[src/rtl/btn_debounce_toggle_pkg.sv]
`default_nettype none
// ============================================================================
// Module   : btn_pkg
// Purpose  : Shared state encoding and reset constants for the button
//            debouncer / direction toggler.
// Revision : 1.0 - initial release
// ============================================================================
package btn_pkg;

    typedef enum logic [1:0] {
        ST_IDLE         = 2'd0,
        ST_PRESS_WAIT   = 2'd1,
        ST_PRESSED      = 2'd2,
        ST_RELEASE_WAIT = 2'd3
    } state_t;

    localparam logic DEC_RESET_VAL = 1'b1;

endpackage : btn_pkg
`default_nettype wire

[src/rtl/btn_debounce_toggle_if.sv]
`default_nettype none
// ============================================================================
// Module   : btn_debounce_toggle_if
// Purpose  : Button pin in, direction level / press pulse / stable state out.
// Revision : 1.0 - initial release
// ============================================================================
interface btn_debounce_toggle_if;

    logic btn_in;
    logic dec;
    logic press;
    logic btn_stable;

    // Board / stimulus side: drives the pin, observes the conditioned outputs.
    modport master (
        output btn_in,
        input  dec,
        input  press,
        input  btn_stable
    );

    // Debouncer side.
    modport slave (
        input  btn_in,
        output dec,
        output press,
        output btn_stable
    );

endinterface : btn_debounce_toggle_if
`default_nettype wire

[src/rtl/btn_debounce_toggle_sync_2ff.sv]
`default_nettype none
// ============================================================================
// Module   : sync_2ff
// Purpose  : Two-flop single-bit synchroniser with a configurable reset level.
// Revision : 1.0 - initial release
// ============================================================================
module sync_2ff #(
    parameter bit RST_VAL = 1'b0
) (
    input  wire logic clk,
    input  wire logic rst_n,
    input  wire logic d,
    output logic      q
);

    logic r_meta;
    logic r_sync;

    always_ff @(posedge clk or negedge rst_n) begin
        if (!rst_n) begin
            r_meta <= RST_VAL;
            r_sync <= RST_VAL;
        end else begin
            r_meta <= d;
            r_sync <= r_meta;
        end
    end

    assign q = r_sync;

endmodule : sync_2ff
`default_nettype wire

[src/rtl/btn_debounce_toggle.sv]
`default_nettype none
// ============================================================================
// Module   : btn_debounce_toggle
// Purpose  : Debounces a raw push-button and toggles the counter direction
//            level on every accepted press. Optional macro AUTO_REPEAT_EN
//            adds periodic press pulses while the button is held.
// Revision : 1.0 - initial release
// ============================================================================
module btn_debounce_toggle
    import btn_pkg::*;
#(
    parameter int unsigned DEB_CNT_W      = 20,
    parameter bit          BTN_ACTIVE_LOW = 1'b1,
    parameter int unsigned REP_CNT_W      = 23
) (
    input  wire logic             clk,
    input  wire logic             rst_n,
    btn_debounce_toggle_if.slave  bus
);

    logic                 w_btn_sync;
    logic                 w_b;
    logic                 w_rep_fire;

    state_t               r_state;
    state_t               w_state_nxt;
    logic [DEB_CNT_W-1:0] r_cnt;
    logic [DEB_CNT_W-1:0] w_cnt_nxt;
    logic                 r_dec;
    logic                 w_dec_nxt;
    logic                 r_press;
    logic                 w_press_nxt;
    logic                 r_stable;
    logic                 w_stable_nxt;

    // Synchroniser idles at the released pin level so reset looks "not pressed".
    sync_2ff #(
        .RST_VAL (BTN_ACTIVE_LOW)
    ) u_sync (
        .clk   (clk),
        .rst_n (rst_n),
        .d     (bus.btn_in),
        .q     (w_btn_sync)
    );

    assign w_b = w_btn_sync ^ BTN_ACTIVE_LOW;

    always_ff @(posedge clk or negedge rst_n) begin
        if (!rst_n) begin
            r_state  <= ST_IDLE;
            r_cnt    <= '0;
            r_dec    <= DEC_RESET_VAL;
            r_press  <= 1'b0;
            r_stable <= 1'b0;
        end else begin
            r_state  <= w_state_nxt;
            r_cnt    <= w_cnt_nxt;
            r_dec    <= w_dec_nxt;
            r_press  <= w_press_nxt;
            r_stable <= w_stable_nxt;
        end
    end

    always_comb begin
        w_state_nxt  = r_state;
        w_cnt_nxt    = r_cnt;
        w_dec_nxt    = r_dec;
        w_press_nxt  = 1'b0;
        w_stable_nxt = r_stable;

        case (r_state)
            ST_IDLE: begin
                if (w_b) begin
                    w_state_nxt = ST_PRESS_WAIT;
                    w_cnt_nxt   = '0;
                end
            end
            ST_PRESS_WAIT: begin
                // Acceptance needs b still high on the all-ones cycle itself.
                if (!w_b) begin
                    w_state_nxt = ST_IDLE;
                    w_cnt_nxt   = '0;
                end else if (&r_cnt) begin
                    w_state_nxt  = ST_PRESSED;
                    w_cnt_nxt    = '0;
                    w_stable_nxt = 1'b1;
                    w_dec_nxt    = ~r_dec;
                    w_press_nxt  = 1'b1;
                end else begin
                    w_cnt_nxt = r_cnt + 1'b1;
                end
            end
            ST_PRESSED: begin
                if (!w_b) begin
                    w_state_nxt = ST_RELEASE_WAIT;
                    w_cnt_nxt   = '0;
                end else if (w_rep_fire) begin
                    w_press_nxt = 1'b1;
                end
            end
            ST_RELEASE_WAIT: begin
                if (w_b) begin
                    w_state_nxt = ST_PRESSED;
                    w_cnt_nxt   = '0;
                end else if (&r_cnt) begin
                    w_state_nxt  = ST_IDLE;
                    w_cnt_nxt    = '0;
                    w_stable_nxt = 1'b0;
                end else begin
                    w_cnt_nxt = r_cnt + 1'b1;
                end
            end
            default: begin
                w_state_nxt = ST_IDLE;
                w_cnt_nxt   = '0;
            end
        endcase
    end

`ifdef AUTO_REPEAT_EN
    logic [REP_CNT_W-1:0] r_rep_cnt;

    // Held at zero outside PRESSED, so every entry into PRESSED starts fresh.
    always_ff @(posedge clk or negedge rst_n) begin
        if (!rst_n) begin
            r_rep_cnt <= '0;
        end else if (r_state != ST_PRESSED) begin
            r_rep_cnt <= '0;
        end else begin
            r_rep_cnt <= r_rep_cnt + 1'b1;
        end
    end

    assign w_rep_fire = (r_state == ST_PRESSED) && (&r_rep_cnt);
`else
    // The repeat interval width has no effect when auto-repeat is absent.
    assign w_rep_fire = (REP_CNT_W == 0) ? 1'b0 : 1'b0;
`endif

    assign bus.dec        = r_dec;
    assign bus.press      = r_press;
    assign bus.btn_stable = r_stable;

endmodule : btn_debounce_toggle
`default_nettype wire

[src/flat_wrapper.sv]
// flat-port wrapper written by rule: the top's interface ports become plain ports
module btn_debounce_toggle_flat import btn_pkg::*;
#(
    parameter int unsigned DEB_CNT_W      = 20,
    parameter bit          BTN_ACTIVE_LOW = 1'b1,
    parameter int unsigned REP_CNT_W      = 23
)
  (clk, rst_n, bus_btn_in, bus_dec, bus_press, bus_btn_stable);
  btn_debounce_toggle_if bus_i ();
  input  wire logic clk;
  input  wire logic rst_n;
  input wire logic [$bits(bus_i.btn_in)-1:0] bus_btn_in;
  output wire logic [$bits(bus_i.dec)-1:0] bus_dec;
  output wire logic [$bits(bus_i.press)-1:0] bus_press;
  output wire logic [$bits(bus_i.btn_stable)-1:0] bus_btn_stable;
  assign bus_i.btn_in = bus_btn_in;
  assign bus_dec = bus_i.dec;
  assign bus_press = bus_i.press;
  assign bus_btn_stable = bus_i.btn_stable;
  btn_debounce_toggle #(.DEB_CNT_W(DEB_CNT_W), .BTN_ACTIVE_LOW(BTN_ACTIVE_LOW), .REP_CNT_W(REP_CNT_W)) u_core (.clk(clk), .rst_n(rst_n), .bus(bus_i));
endmodule
[config.mk]
export PLATFORM = sky130hd
export DESIGN_NAME = btn_debounce_toggle_flat
export DESIGN_NICKNAME = d
export VERILOG_FILES = /design/src/rtl/btn_debounce_toggle_pkg.sv /design/src/rtl/btn_debounce_toggle_if.sv /design/src/rtl/btn_debounce_toggle_sync_2ff.sv /design/src/rtl/btn_debounce_toggle.sv /design/src/flat_wrapper.sv
export SDC_FILE = /design/constraint.sdc
export NUM_CORES = 1
export LEC_CHECK = 0
export ABC_CLOCK_PERIOD_IN_PS = 1900
export BUFFER_PORTS_ARGS = -buffer_cell sky130_fd_sc_hd__buf_2
export CAP_MARGIN = 20
export CORE_MARGIN = 1.5
export CORE_UTILIZATION = 50
export DETAILED_ROUTE_END_ITERATION = 8
export PLACE_DENSITY = 0.68
export SLEW_MARGIN = 40
export SYNTH_ARGS = -nofsm -noshare
export SYNTH_HDL_FRONTEND = slang
export SYNTH_SLANG_ARGS = --single-unit
[constraint.sdc]
create_clock -name clk -period 1.9 [get_ports clk]
set_input_delay 0.475 -clock clk [delete_from_list [all_inputs] [get_ports clk]]
set_output_delay 0.475 -clock clk [all_outputs]
set_load 0.01 [all_outputs]
# Yosys cells after proc, flatten, opt, wreduce, memory -nomap -nowiden
# Index checks and enable logic that the tools add are counted.
[word_totals] ff_bits=27 word_cells=49 output_inout_bits=3 input_bits=3
[op_classes] n_reduce_logical=7 bitwise=2 n_eq_ne=11 muxes=21 add_sub_neg=1
[op_table] operator="$mux 20" count=5
[op_table] operator="$pmux 20 s4" count=1
[op_table] operator="$reduce_and 22->1" count=1
[op_table] operator="$add 20x1->20 const B" count=1
[op_table] operator="$reduce_and 20->1" count=1
[op_table] operator="$mux 2" count=6
[op_table] operator="$ne 2x2->1 const B" count=4
[op_table] operator="$pmux 2 s4" count=1
[op_table] operator="$mux 1" count=7
[op_table] operator="$ne 3x2->1 const B" count=2
[op_table] operator="$reduce_and 5->1" count=1
[op_table] operator="$eq 2x2->1 const B" count=2
[op_table] operator="$ne 2x1->1 const B" count=2
[op_table] operator="$reduce_and 4->1" count=1
[op_table] operator="$eq 2x1->1 const B" count=1
[op_table] operator="$logic_not 2->1" count=1
[op_table] operator="$not 1->1" count=2
[op_table] operator="$pmux 1 s2" count=1
[op_table] operator="$reduce_and 2->1" count=1
[op_table] operator="$reduce_bool 2->1" count=1

# Logic depth before layout (Yosys ltp)
[depth] word_depth=4 ltp_mapped=7 mapped_depth_nobuf=6

# Cells and area by module
# A second synthesis with hierarchy kept.
[unflattened] cells_unflattened=143 area_unflattened_um2=1367.6
[modules_own_cells] module="btn_debounce_toggle" instances=1 seq_area_each_um2=626.9 area_each_um2=1315.0 cells_per_inst=141
[modules_own_cells] module="sync_2ff" instances=1 seq_area_each_um2=52.6 area_each_um2=52.6 cells_per_inst=2

# Least setup slack after synthesis
# OpenSTA, ideal clock, no wires.
[synth_path] path_type="reg2reg" start="register u_core.r_cnt[0]" end="register u_core.r_cnt[3]" path_stages_with_launch=7 arrival_ps=1591 setup_slack_ps=191 synth_period_minus_slack_ps=1709 path_buffers=0 setup_time_ps=118 required_ps=1782 cell_sequence="dfrtp_1 > ha_1 > nand4_4 > nor4_4 > a21o_4 > o21ai_1 > a21o_1"
[synth_via] elab_chain_len=4 word_cells_on_any_way=6 cone_classes="add/sub: 1; mux: 4; reduce/logical: 1"
[synth_lines] element="from (decl)" line_no="btn_debounce_toggle.sv:27" rtl="logic [DEB_CNT_W-1:0] r_cnt;"
[synth_lines] element="from (signal assigned)" line_no="btn_debounce_toggle.sv:57" rtl="r_cnt <= w_cnt_nxt;"
[synth_lines] element="$add 20x1->20 or $reduce_and 20->1 (tied branches)"
[synth_lines] element="$mux 20 *" line_no="btn_debounce_toggle.sv:83, btn_debounce_toggle.sv:105"
[synth_lines] element="$mux 20, on equally long branches" line_no="btn_debounce_toggle.sv:102, btn_debounce_toggle.sv:80"
[synth_lines] element="$pmux 20 s4 *" line_no="btn_debounce_toggle.sv:71" rtl="case (r_state)"
# Mark *: on every way between the ends. The rest lies on a longest branch, timed or not.
# A chain may end at the register's enable or synchronous reset.

# Worst setup path after layout
[layout_path] start="register u_core.r_cnt[0]" end="register u_core.r_cnt[11]"
# The elaborated chain is that of the path after synthesis.

==> flow_metrics.tcl <==
set metrics [dict create \
    synth_top_family_by_area "simple AND/OR/NAND/NOR gates" \
    synth_top_area_cell "sky130_fd_sc_hd__dfrtp_1" \
    period_needed_ns 1.78 \
    synth_fa_ha_area_share_pct 0.871 \
    area_of_the_mapped_netlist_mm2 0.00144 \
    synth-compound-area-share_pct 16.1 \
    cts.sink_count 27 \
    flow.area_growth_from_synthesis_pct 9.67 \
    place_hpwl_um 2020 \
    postSynthAreaPerCell_um2 9.77 \
    synth_ff_type "sky130_fd_sc_hd__dfrtp_1" \
    synth_top_cells_by_count "24 x sky130_fd_sc_hd__dfrtp_1, 21 x sky130_fd_sc_hd__o21ai_0, 16 x sky130_fd_sc_hd__nand2_1" \
    via_count_of_the_first_global_routing_pass 1124 \
    cts.path.max_buffers 2 \
    setup-violations-final 0 \
    grt_setup_unrepaired "no" \
    drc 0 \
    first_pass_grt_wire_length_um 5040 \
    max_freq_mhz 563 \
    dieArea_mm2 0.00320 \
    clk_latency_ns 0.32 \
    clock_slew_seen_by_the_registers_of_the_worst_setup_and_hold_paths_ns 0.15 \
    clock-skew-final_ns 0.00766 \
    clockRootBuffer "sky130_fd_sc_hd__clkbuf_4" \
    buffer_ports.inserted 5 \
    num_vias 1137 \
    antenna_found_initial 0 \
    leakage_nw 0.721 \
    tritoncts "built" \
    routabilityCongestion 0.845 \
    synthDominantCellAreaShare_pct 41.8 \
    hold_viol 0 \
    synth.lib_cells_used.distinct 39 \
    cts.htree.levels 1 \
    cap_violations 0 \
    ioPinCount 6 \
    viasPerCell 5.98 \
    ir_worst_vdd_v 0.000877 \
    route.antenna.remaining_nets 0 \
    drive_gt1_share_pct 21.4 \
    critPathLaunch "u_core.r_cnt[0]$_DFFE_PN0P_" \
    reg2reg_from "u_core.r_cnt[0]$_DFFE_PN0P_" \
    timing.slew.headroom_pct 58.6 \
    synth_enable_flop_cells 0 \
    finalNetCount 164 \
    slew_limit_fails 0 \
    totalWireLength_um 2740 \
    asyncSetResetFlopFracSynth_pct 100 \
    status "complete, no violations" \
    yosysSeqAreaShare_pct 47.3 \
    grt_overflow 0 \
    part_of_the_cycle_the_worst_path_needs_pct 93.4 \
    share_of_synthesized_area_spent_on_multiplexers_pct 1.39 \
    power_density_relative_to_cell_area_mw_per_mm2 947 \
    tritoncts.num_buffers 3 \
    crit_path_end_kind "register" \
    die_height_um 56.6 \
    power_w 0.00149 \
    synth-seq-cells 27 \
    worst-slew-pin-transition_ns 0.620 \
    setup_ws_ns 0.125 \
    route.detailed.wl_per_inst_um 14.4 \
    layout.filler_cells 224 \
    worst-setup-path-type "reg -> reg" \
    synthMostInstantiatedCell "sky130_fd_sc_hd__dfrtp_1" \
    detail_route.first_pass.iterations 4 \
    synth.net_count 151 \
    timing.critical_path.arrival_ns 2.03 \
    place_worst_setup_slack_ns 0.0468 \
    first_iter_violations 79 \
    critPathRequiredTime_ns 2.15 \
    hp-class "in -> async" \
    grt_max_degree 28 \
    initial_core_util_pct 52.5 \
    cp-start-kind "register" \
    diodes 0 \
    synthXorXnorAreaFrac_pct 2.44 \
    syn_inst 147 \
    worstPathMaxFanout 10 \
    ys_top_cells_by_area "sky130_fd_sc_hd__dfrtp_1 42%, sky130_fd_sc_hd__o21ai_0 7.3%, sky130_fd_sc_hd__dfstp_2 5.5%" \
    rows 19 \
    grtUsageTotal_pct 19.9 \
    synth-simple-area-share_pct 28.7 \
    ys_warn_count 0 \
    fp.coreArea_mm2 0.00273 \
    final.setup.tns_ns 0 \
    fp.dieW_um 56.6 \
]
[metrics by stage]
| step | area [um^2] | hold WS [ns] | utilization [%] | instances |
|---|---|---|---|---|
| finish | 1580 | 0.119 | 57.6 | 190 |
| global route | 1580 | 0.160 | 57.6 | 190 |
| CTS | 1550 | 0.130 | 56.7 | 189 |
| detailed placement | 1520 | 0.350 | 55.6 | 185 |
| global placement | 1520 | 0.350 | 55.5 | 185 |
| floorplan | 1440 | 0.179 | - | 147 |
[worst max-delay path: stages (launching register included)]
cell and delay [ns]:
sky130_fd_sc_hd__dfrtp_1 0.44, sky130_fd_sc_hd__ha_2 0.23, sky130_fd_sc_hd__nand4_4 0.14, sky130_fd_sc_hd__nor4_4 0.06, sky130_fd_sc_hd__buf_4 0.17, sky130_fd_sc_hd__a21o_4 0.26
sky130_fd_sc_hd__or3_1 0.34, sky130_fd_sc_hd__o21ai_0 0.07
[sequential cells by signal (all words and copies together), names as in the netlist, named ones only]
signal and flops:
u_core.r_state 1, u_core.bus.btn_stable 1, u_core.bus.dec 1, u_core.u_sync.r_meta 1
u_core.bus.press 1, u_core.u_sync.q 1, u_core.r_cnt 20
[what timing repair did]
item / CTS / global route
hold buffers: 0 / 0
endpoints found under the setup margin: 0 / 18
gates resized for setup: 0 / 3
buffers inserted: 0 / 1
[layer usage]
layer | vias up | share of wire [%] | global-route usage (%)
li1 | 561 | - | -
met1 | 553 | 51 | 28.1
met2 | 19 | 46 | 29.7
met3 | 4 | 2.4 | 2.53
met4 | 0 | 1.1 | 10.5
met5 | - | 0 | 0
[final cells by class]
cell class	instances	area, um^2	share of cell area [%]
Multi-Input combinational cell	110	731	46.4
Sequential cell	27	679	43.1
Clock buffer	3	22.5	1.43
Tap cell	31	38.8	2.46
Timing Repair Buffer	11	70.1	4.45
Clock inverter	1	7.51	0.477
Inverter	7	26.3	1.67
[worst paths after layout]
kind	slack (ns)	cells after the start	endpoint
max reg2reg	0.12	7	u_core.r_cnt[11]$_DFFE_PN0P_
min reg2reg	0.37	0	u_core.u_sync.q$_DFF_PN1_
min	0.12	1	u_core.r_cnt[9]$_DFFE_PN0P_
max in group asynchronous	1.40	1	u_core.r_cnt[1]$_DFFE_PN0P_
min in group clk	0.22	1	u_core.u_sync.r_meta$_DFF_PN1_
max	0.12	7	u_core.r_cnt[11]$_DFFE_PN0P_
[power by group]
| group | total (W) | internal [W] | switching [W] |
|---|---|---|---|
| combinational | 0.000555 | 0.000216 | 0.000340 |
| clock | 0.000249 | 0.0000805 | 0.000168 |
| sequential | 0.000687 | 0.000621 | 0.0000661 |
[cell usage in the layout (no fill, tap or decap), types with 2 or more instances in the layout]
cell type / n
sky130_fd_sc_hd__nand2_1: 16
sky130_fd_sc_hd__and4_1: 2
sky130_fd_sc_hd__and3_1: 3
sky130_fd_sc_hd__nor2_1: 3
sky130_fd_sc_hd__or3_1: 5
sky130_fd_sc_hd__nand4_1: 7
sky130_fd_sc_hd__a21oi_1: 7
sky130_fd_sc_hd__mux2i_1: 2
sky130_fd_sc_hd__nor3_1: 4
sky130_fd_sc_hd__inv_1: 7
sky130_fd_sc_hd__a21o_1: 3
sky130_fd_sc_hd__buf_4: 6
sky130_fd_sc_hd__clkbuf_4: 3
sky130_fd_sc_hd__a31oi_1: 2
sky130_fd_sc_hd__nand3_1: 5
sky130_fd_sc_hd__o21ai_0: 21
sky130_fd_sc_hd__dfrtp_1: 24
sky130_fd_sc_hd__xor2_1: 3
sky130_fd_sc_hd__dfstp_2: 3
sky130_fd_sc_hd__o21ai_1: 3
sky130_fd_sc_hd__and3_2: 2
sky130_fd_sc_hd__buf_2: 5
sky130_fd_sc_hd__nor4_4: 2
sky130_fd_sc_hd__and2_1: 4
[kinds of logic after synthesis]
logic type / Yosys count
AND/OR/NAND/NOR: 63
XOR/XNOR: 4
AO/OA/AOI/OAI: 40
multiplexers: 2
flip-flops: 27
buffers and inverters: 10
adder cells (fa/ha/maj): 1
(Power assumes the default switching activity.)
